File: src/rtl/fetch_queue.sv
// fetch_queue: in-order instruction buffer between fetch and decode.
// DEPTH-entry circular buffer of {pc, instr} with valid/ready on both sides
// and a single-cycle flush for branch redirects.
// Optional build macro: FETCH_QUEUE_BYPASS_EN (empty-queue pass-through).
module fetch_queue #(
    parameter int DEPTH  = 4,
    parameter int PC_W   = 64,
    parameter int INSN_W = 32
) (
    input  logic                     clk,
    input  logic                     reset,
    input  logic                     in_valid,
    input  logic [PC_W-1:0]          in_pc,
    input  logic [INSN_W-1:0]        in_instr,
    output logic                     in_ready,
    output logic                     out_valid,
    output logic [PC_W-1:0]          out_pc,
    output logic [INSN_W-1:0]        out_instr,
    input  logic                     out_ready,
    input  logic                     flush,
    output logic [$clog2(DEPTH):0]   count
);

    localparam int AW = $clog2(DEPTH);
    localparam logic [AW:0] PTR_ONE = 1;

    // Handshake: a transfer happens on a rising edge where valid and ready are
    // both high. Producers hold data stable while valid is high and not ready.
    // in_ready never looks at out_ready, so decode stalls never reach fetch
    // combinationally.

    // Pointers carry one extra wrap bit so full and empty are distinguishable.
    logic [AW:0]       rd_ptr;
    logic [AW:0]       wr_ptr;
    logic [PC_W-1:0]   mem_pc    [DEPTH];
    logic [INSN_W-1:0] mem_instr [DEPTH];

    logic empty;
    logic full;
    logic enq_fire;
    logic deq_fire;
    logic store_en;
    logic pop_en;

    assign empty    = (rd_ptr == wr_ptr);
    assign full     = (rd_ptr[AW-1:0] == wr_ptr[AW-1:0]) && (rd_ptr[AW] != wr_ptr[AW]);
    assign count    = wr_ptr - rd_ptr;
    assign in_ready = ~full & ~flush;
    assign enq_fire = in_valid & in_ready;
    assign deq_fire = out_valid & out_ready;

`ifdef FETCH_QUEUE_BYPASS_EN
    // Empty queue with decode ready: hand the fetched entry straight over
    // without touching storage.
    logic bypass_hit;
    assign bypass_hit = empty & ~flush & in_valid & out_ready;
    assign out_valid  = (~empty & ~flush) | bypass_hit;
    assign out_pc     = bypass_hit ? in_pc    : mem_pc[rd_ptr[AW-1:0]];
    assign out_instr  = bypass_hit ? in_instr : mem_instr[rd_ptr[AW-1:0]];
    assign store_en   = enq_fire & ~bypass_hit;
    assign pop_en     = deq_fire & ~bypass_hit;
`else
    // Outputs come only from storage; stale head is visible while invalid.
    assign out_valid  = ~empty & ~flush;
    assign out_pc     = mem_pc[rd_ptr[AW-1:0]];
    assign out_instr  = mem_instr[rd_ptr[AW-1:0]];
    assign store_en   = enq_fire;
    assign pop_en     = deq_fire;
`endif

    // Storage write; contents are deliberately not cleared by reset or flush.
    always_ff @(posedge clk) begin
        if (store_en) begin
            mem_pc[wr_ptr[AW-1:0]]    <= in_pc;
            mem_instr[wr_ptr[AW-1:0]] <= in_instr;
        end
    end

    // Pointer update: reset dominates flush; flush empties by catching rd up to wr.
    always_ff @(posedge clk) begin
        if (reset) begin
            rd_ptr <= '0;
            wr_ptr <= '0;
        end else if (flush) begin
            rd_ptr <= wr_ptr;
        end else begin
            if (store_en) wr_ptr <= wr_ptr + PTR_ONE;
            if (pop_en)   rd_ptr <= rd_ptr + PTR_ONE;
        end
    end

endmodule

File: config.mk
export PLATFORM = sky130hd
export DESIGN_NAME = fetch_queue
export DESIGN_NICKNAME = d
export VERILOG_FILES = /design/src/rtl/fetch_queue.sv
export SDC_FILE = /design/constraint.sdc
export NUM_CORES = 1
export LEC_CHECK = 0
export CAP_MARGIN = 20
export CORE_MARGIN = 5
export CORE_UTILIZATION = 38
export CTS_BUF_LIST = sky130_fd_sc_hd__clkbuf_2
export DETAILED_ROUTE_END_ITERATION = 10
export GPL_TIMING_DRIVEN = 0
export HOLD_SLACK_MARGIN = 0.15
export PLACE_DENSITY = 0.59
export SYNTH_ARGS = -nofsm -noshare
export SYNTH_HDL_FRONTEND = slang
export SYNTH_SLANG_ARGS = --single-unit
File: constraint.sdc
create_clock -name clk -period 9.1 [get_ports clk]
set_input_delay 0.91 -clock clk [delete_from_list [all_inputs] [get_ports clk]]
set_output_delay 0.91 -clock clk [all_outputs]
set_load 0.005 [all_outputs]
* Yosys cells after proc, flatten, opt, wreduce, memory -nomap -nowiden
Memory sizes are Yosys's and may differ from the RTL's. A register that Yosys moved wholly into a read port is not among the register bits.
Cells that the tools add are included.
** Cells by class
- Add/subtract/negate cells :: 3
- Equality and inequality tests :: 3
- Mux-type cells :: 8
- Bitwise gates (word level) :: 7
- Reduce and logical (&&, ||, !) cells :: 3
** Operators by type and width (count)
- $mux 2 :: 4
- $add 3x1->3 const B :: 2
- $mux 3 :: 2
- $and 1x1->1 :: 4
- $eq 3x3->1 :: 1
- $not 1->1 :: 3
- $sub 3x3->3 :: 1
- $eq 2x2->1 :: 1
- $mux 1 :: 2
- $reduce_and 2->1 :: 1
- $reduce_bool 2->1 :: 1
- $logic_and 1x1->1 :: 1
- $ne 1x1->1 :: 1
** Word-level totals
- Bits in registers :: 6
- Bits in writable memories :: 384
- Input port bits :: 101
- Output and inout bits :: 101
- Logic and storage cells :: 28
- Memories kept :: 2
** Memories
- mem_pc :: depth 4, width 64, read ports 1, clocked after memory_dff 1, wr ports 1, line 35 : logic [PC_W-1:0] mem_pc [DEPTH];
- mem_instr :: depth 4, width 32, read ports 1, clocked after memory_dff 1, wr ports 1, line 36 : logic [INSN_W-1:0] mem_instr [DEPTH];

* Longest topological paths before layout
- Depth after elaboration :: 8
- Gate-level depth with buffers :: 5
- Mapped depth without buffers :: 5

* Worst setup path before layout
Ideal clock, no wire load.
- Kind :: input port to flip-flop
- Start :: input flush
- End :: register wr_ptr[2]
- Library setup time :: 0.076 ns
- Arrival :: 5.609 ns
- Required time :: 9.024 ns
- Path slack :: 3.415 ns
- Stages :: 3
- Buffers on the path :: 0
- Path through :: nand2b_1 > a211oi_2 > mux2_4
** Between the ends
- Cells in the longest elaborated chain, start to end :: 4
** RTL lines
- start: declaration :: line 20 : input logic flush,
- $not 1->1 (no line) (*)
- $and 1x1->1 :: line 48 : assign in_ready = ~full & ~flush;
- $and 1x1->1 :: line 49 : assign enq_fire = in_valid & in_ready;
- $reduce_and 2->1 (no line) (*)
- end signal: assignment :: line 87 : if (store_en) wr_ptr <= wr_ptr + PTR_ONE;
- end: declaration :: line 34 : logic [AW:0] wr_ptr;
Mark *: on every way between the ends. The rest lies on a longest branch, timed or not.
A chain may end at the register's enable or synchronous reset.

==> metrics.md <==
| Metric | Value |
|---|---|
| Ratio of cells with drive above 1 in the final layout | `29.4%` |
| TritonCTS Buffers | `99` |
| Register bit total from synthesis | `392` |
| Critical path peak fanout | `10` |
| WP data arrival | `3270 ps` |
| Remaining global-route overflow | `0` |
| Final Hold Vio Count | `0` |
| Routed wl met3 | `2390 um` |
| Top routing layer used | `met5` |
| Vias per cell | `4.79` |
| CP startpoint kind | `flop` |
| Total power draw | `3.55 mW` |
| Critical path depth | `5` |
| WL met1 | `12300 um` |
| Number of buffers added for setup after CTS | `0` |
| CP cell instances | `buf_2 > clkbuf_1 > buf_2 > mux4_2 > clkdlybuf4s50_1` |
| CTS max path bufs | `3` |
| Crit share post-route | `45.9%` |
| Via count | `6990` |
| Worst Skew | `58.5 ps` |
| Area of the multi-input gates | `2580 sq um` |
| Reg area | `11700 sq um` |
| Slew Limit Fails | `0` |
| Clock transition at the registers of the reported paths | `110 ps` |
| Area grow syn2layout | `25.8%` |
| Slowest stage delay, CP | `530 ps` |
| Initial antenna violation count | `3` |
| Fin area | `18100 sq um` |
| Post-placement cell area | `17300 sq um` |
| Reg2reg setup slack | `6180 ps` |
| DR iter-0 viols | `274` |
| Clock sink count | `392` |
| Net Count, Synth | `678` |
| Pin count of the biggest net entering global routing | `52` |
| Final Setup Violations | `0` |
| Routed met2 length | `14200 um` |
| Distinct cells, synth | `33` |
| CP Class | `reg2out` |
| VDD IR max | `0.0000955 V` |
| DRC | `0` |
| Gr usage total | `14.3%` |
| I/O Pins | `202` |
| CP max-delay cell | `clkbuf_1` |
| Die Wd | `205 um` |
| Post-DRT Antenna Nets | `0` |
| CTS tree | `yes` |
| Crit path buf inv count | `4` |
| Worst-case reg-to-reg path depth | `6` |
| Die Area | `42000 sq um` |
| Initial Util | `38.4%` |
| Fin util | `48.3%` |
| WL per Instance | `20.2 um` |
| I/O Buffers | `201` |
| Area of the mapped netlist | `14400 sq um` |
| Hold WC Path Type | `reg2reg` |
| First-pass GRT wire length | `44900 um` |
| Hold_buf cts | `0` |
| Syn Inst Count | `569` |
| Drt total wl | `29500 um` |
| Worst-Margin Slew | `823 ps` |
| Quantity of gates resized following cts | `0` |
| Setup_tns | `0 ps` |
| Avg Cell Area, Syn | `25.3 sq um` |
| H-tree Lvls | `3` |
| Warnings, synthesis | `0` |
| Most used cell, CP | `buf_2` |
| P_leak | `5.90 nW` |
| Non-Filler Instances | `1460` |
| TritonRoute pass-1 iters | `4` |
| Core ar. | `37600 sq um` |
| RePlAce Congestion | `0.697` |
| DP HPWL | `18000 um` |
| Max Cap Viol | `0` |
| Top FF cell, synth | `edfxtp_1` |
| Clock root cell | `clkbuf_2` |
| Commonest non-fill, non-tap cell in the layout | `edfxtp_1` |
| Number of global-route vias before repair | `7857` |
| Tmin final | `4180 ps` |
| CP Capture Type | `output pin` |
| Fmax achieved | `239 MHz` |
| Worst EP required | `8190 ps` |
| Largest delay share family, worst path | `buffers and inverters` |
| Post-synth EDFFs | `384` |
| Nets | `990` |
| Pwr dens | `196 nW/um^2` |
| Register area share after synthesis | `81.1%` |
| RR Startpoint | `wr_ptr[0]` |
| Cells after DPL | `1291` |
| Die Y-Extent | `205 um` |
| WHS Path Cells | `2` |
| Most frequent cells in the layout | `edfxtp_1 (384), clkdlybuf4s50_1 (201), clkbuf_2 (138)` |
| Outcome | `completed` |
| Clock latency on the worst-skew pair | `990 ps` |
| Unrepaired setup endpoints after global routing | `no` |
| Max_slew headroom | `44.9%` |
| FP Rows | `71` |
| Hold Startpoint | `wr_ptr[1]` |
| Number of fillers in the final layout | `3156` |
| Fraction of registers with async set or reset after synthesis | `0%` |
-- power breakdown --
group	switching, mW	total (mW)	internal, mW
sequential	0.00942	2.03	2.02
combinational	0.172	0.419	0.247
clock	0.665	1.10	0.435
-- flip-flops by register name, summed over array words and instances, names as in the netlist, named ones only --
signal,count
rd_ptr,3
mem_instr,128
mem_pc,256
wr_ptr,3
-- cell usage after synthesis (2+ instances only) --
cell,number,share of area [%]
mux2_4,2,0.21
and2_1,4,0.17
edfxtp_1,384,80
ha_1,7,0.61
mux4_2,96,15
clkbuf_1,8,0.21
a311oi_1,2,0.12
nor2_1,7,0.18
buf_2,10,0.35
nand2b_1,2,0.087
nand2_1,4,0.10
a31oi_1,3,0.13
buf_6,4,0.31
nand3_1,2,0.069
or4_1,2,0.10
dfxtp_1,8,1.1
inv_1,8,0.21
-- final timing paths --
check | end
hold reg to reg | wr_ptr[1]
setup / recovery | out_pc[35]
setup reg to reg | mem_instr[0][1]
hold / removal | wr_ptr[1]
-- cell type report --
class                   instances  share of cell area, %
diodes                          2                 0.0276
plain buffers                  23                  0.731
clock buffers                 138                   3.81
clock inverters                29                  0.807
inverters                       8                  0.166
multi-input cells             146                   14.2
flip-flops and latches        392                   64.4
well taps                     511                   3.52
repair buffers                211                   12.3
-- cell families (layout without fill, tap and decap cells) --
logic type | after synthesis | after routing | share of synthesized area [%]
fa+ha+maj | 8 | 8 | 0.746
mux | 99 | 99 | 15.3
other cells | 0 | 2 | 0
buf+inv | 31 | 409 | 1.13
compound gates | 12 | 12 | 0.633
xor+xnor | 2 | 2 | 0.252
flops | 392 | 392 | 81.1
simple gates | 25 | 25 | 0.911
-- per-stage QoR --
stage	worst slack, ps	hold WS (ps)
6_report	4920	549
5_1_grt	4590	395
4_1_cts	4600	385
3_5_place_dp	5700	537
3_3_place_gp	-669	538
2_1_floorplan	3410	492
-- per-layer routing --
metal,track usage (%),vias up
met5,0,-
met4,5.62,4
met3,5.68,56
met2,22.5,232
met1,17.8,3565
li1,-,3133
-- worst min-delay path: cells and delay by family (launching register included) --
kind             cells  cell delay, ps
DFF                  1             380
muxes                1              50
and+or+nand+nor      1              80
Note: power is estimated with default switching activity, not from simulation.
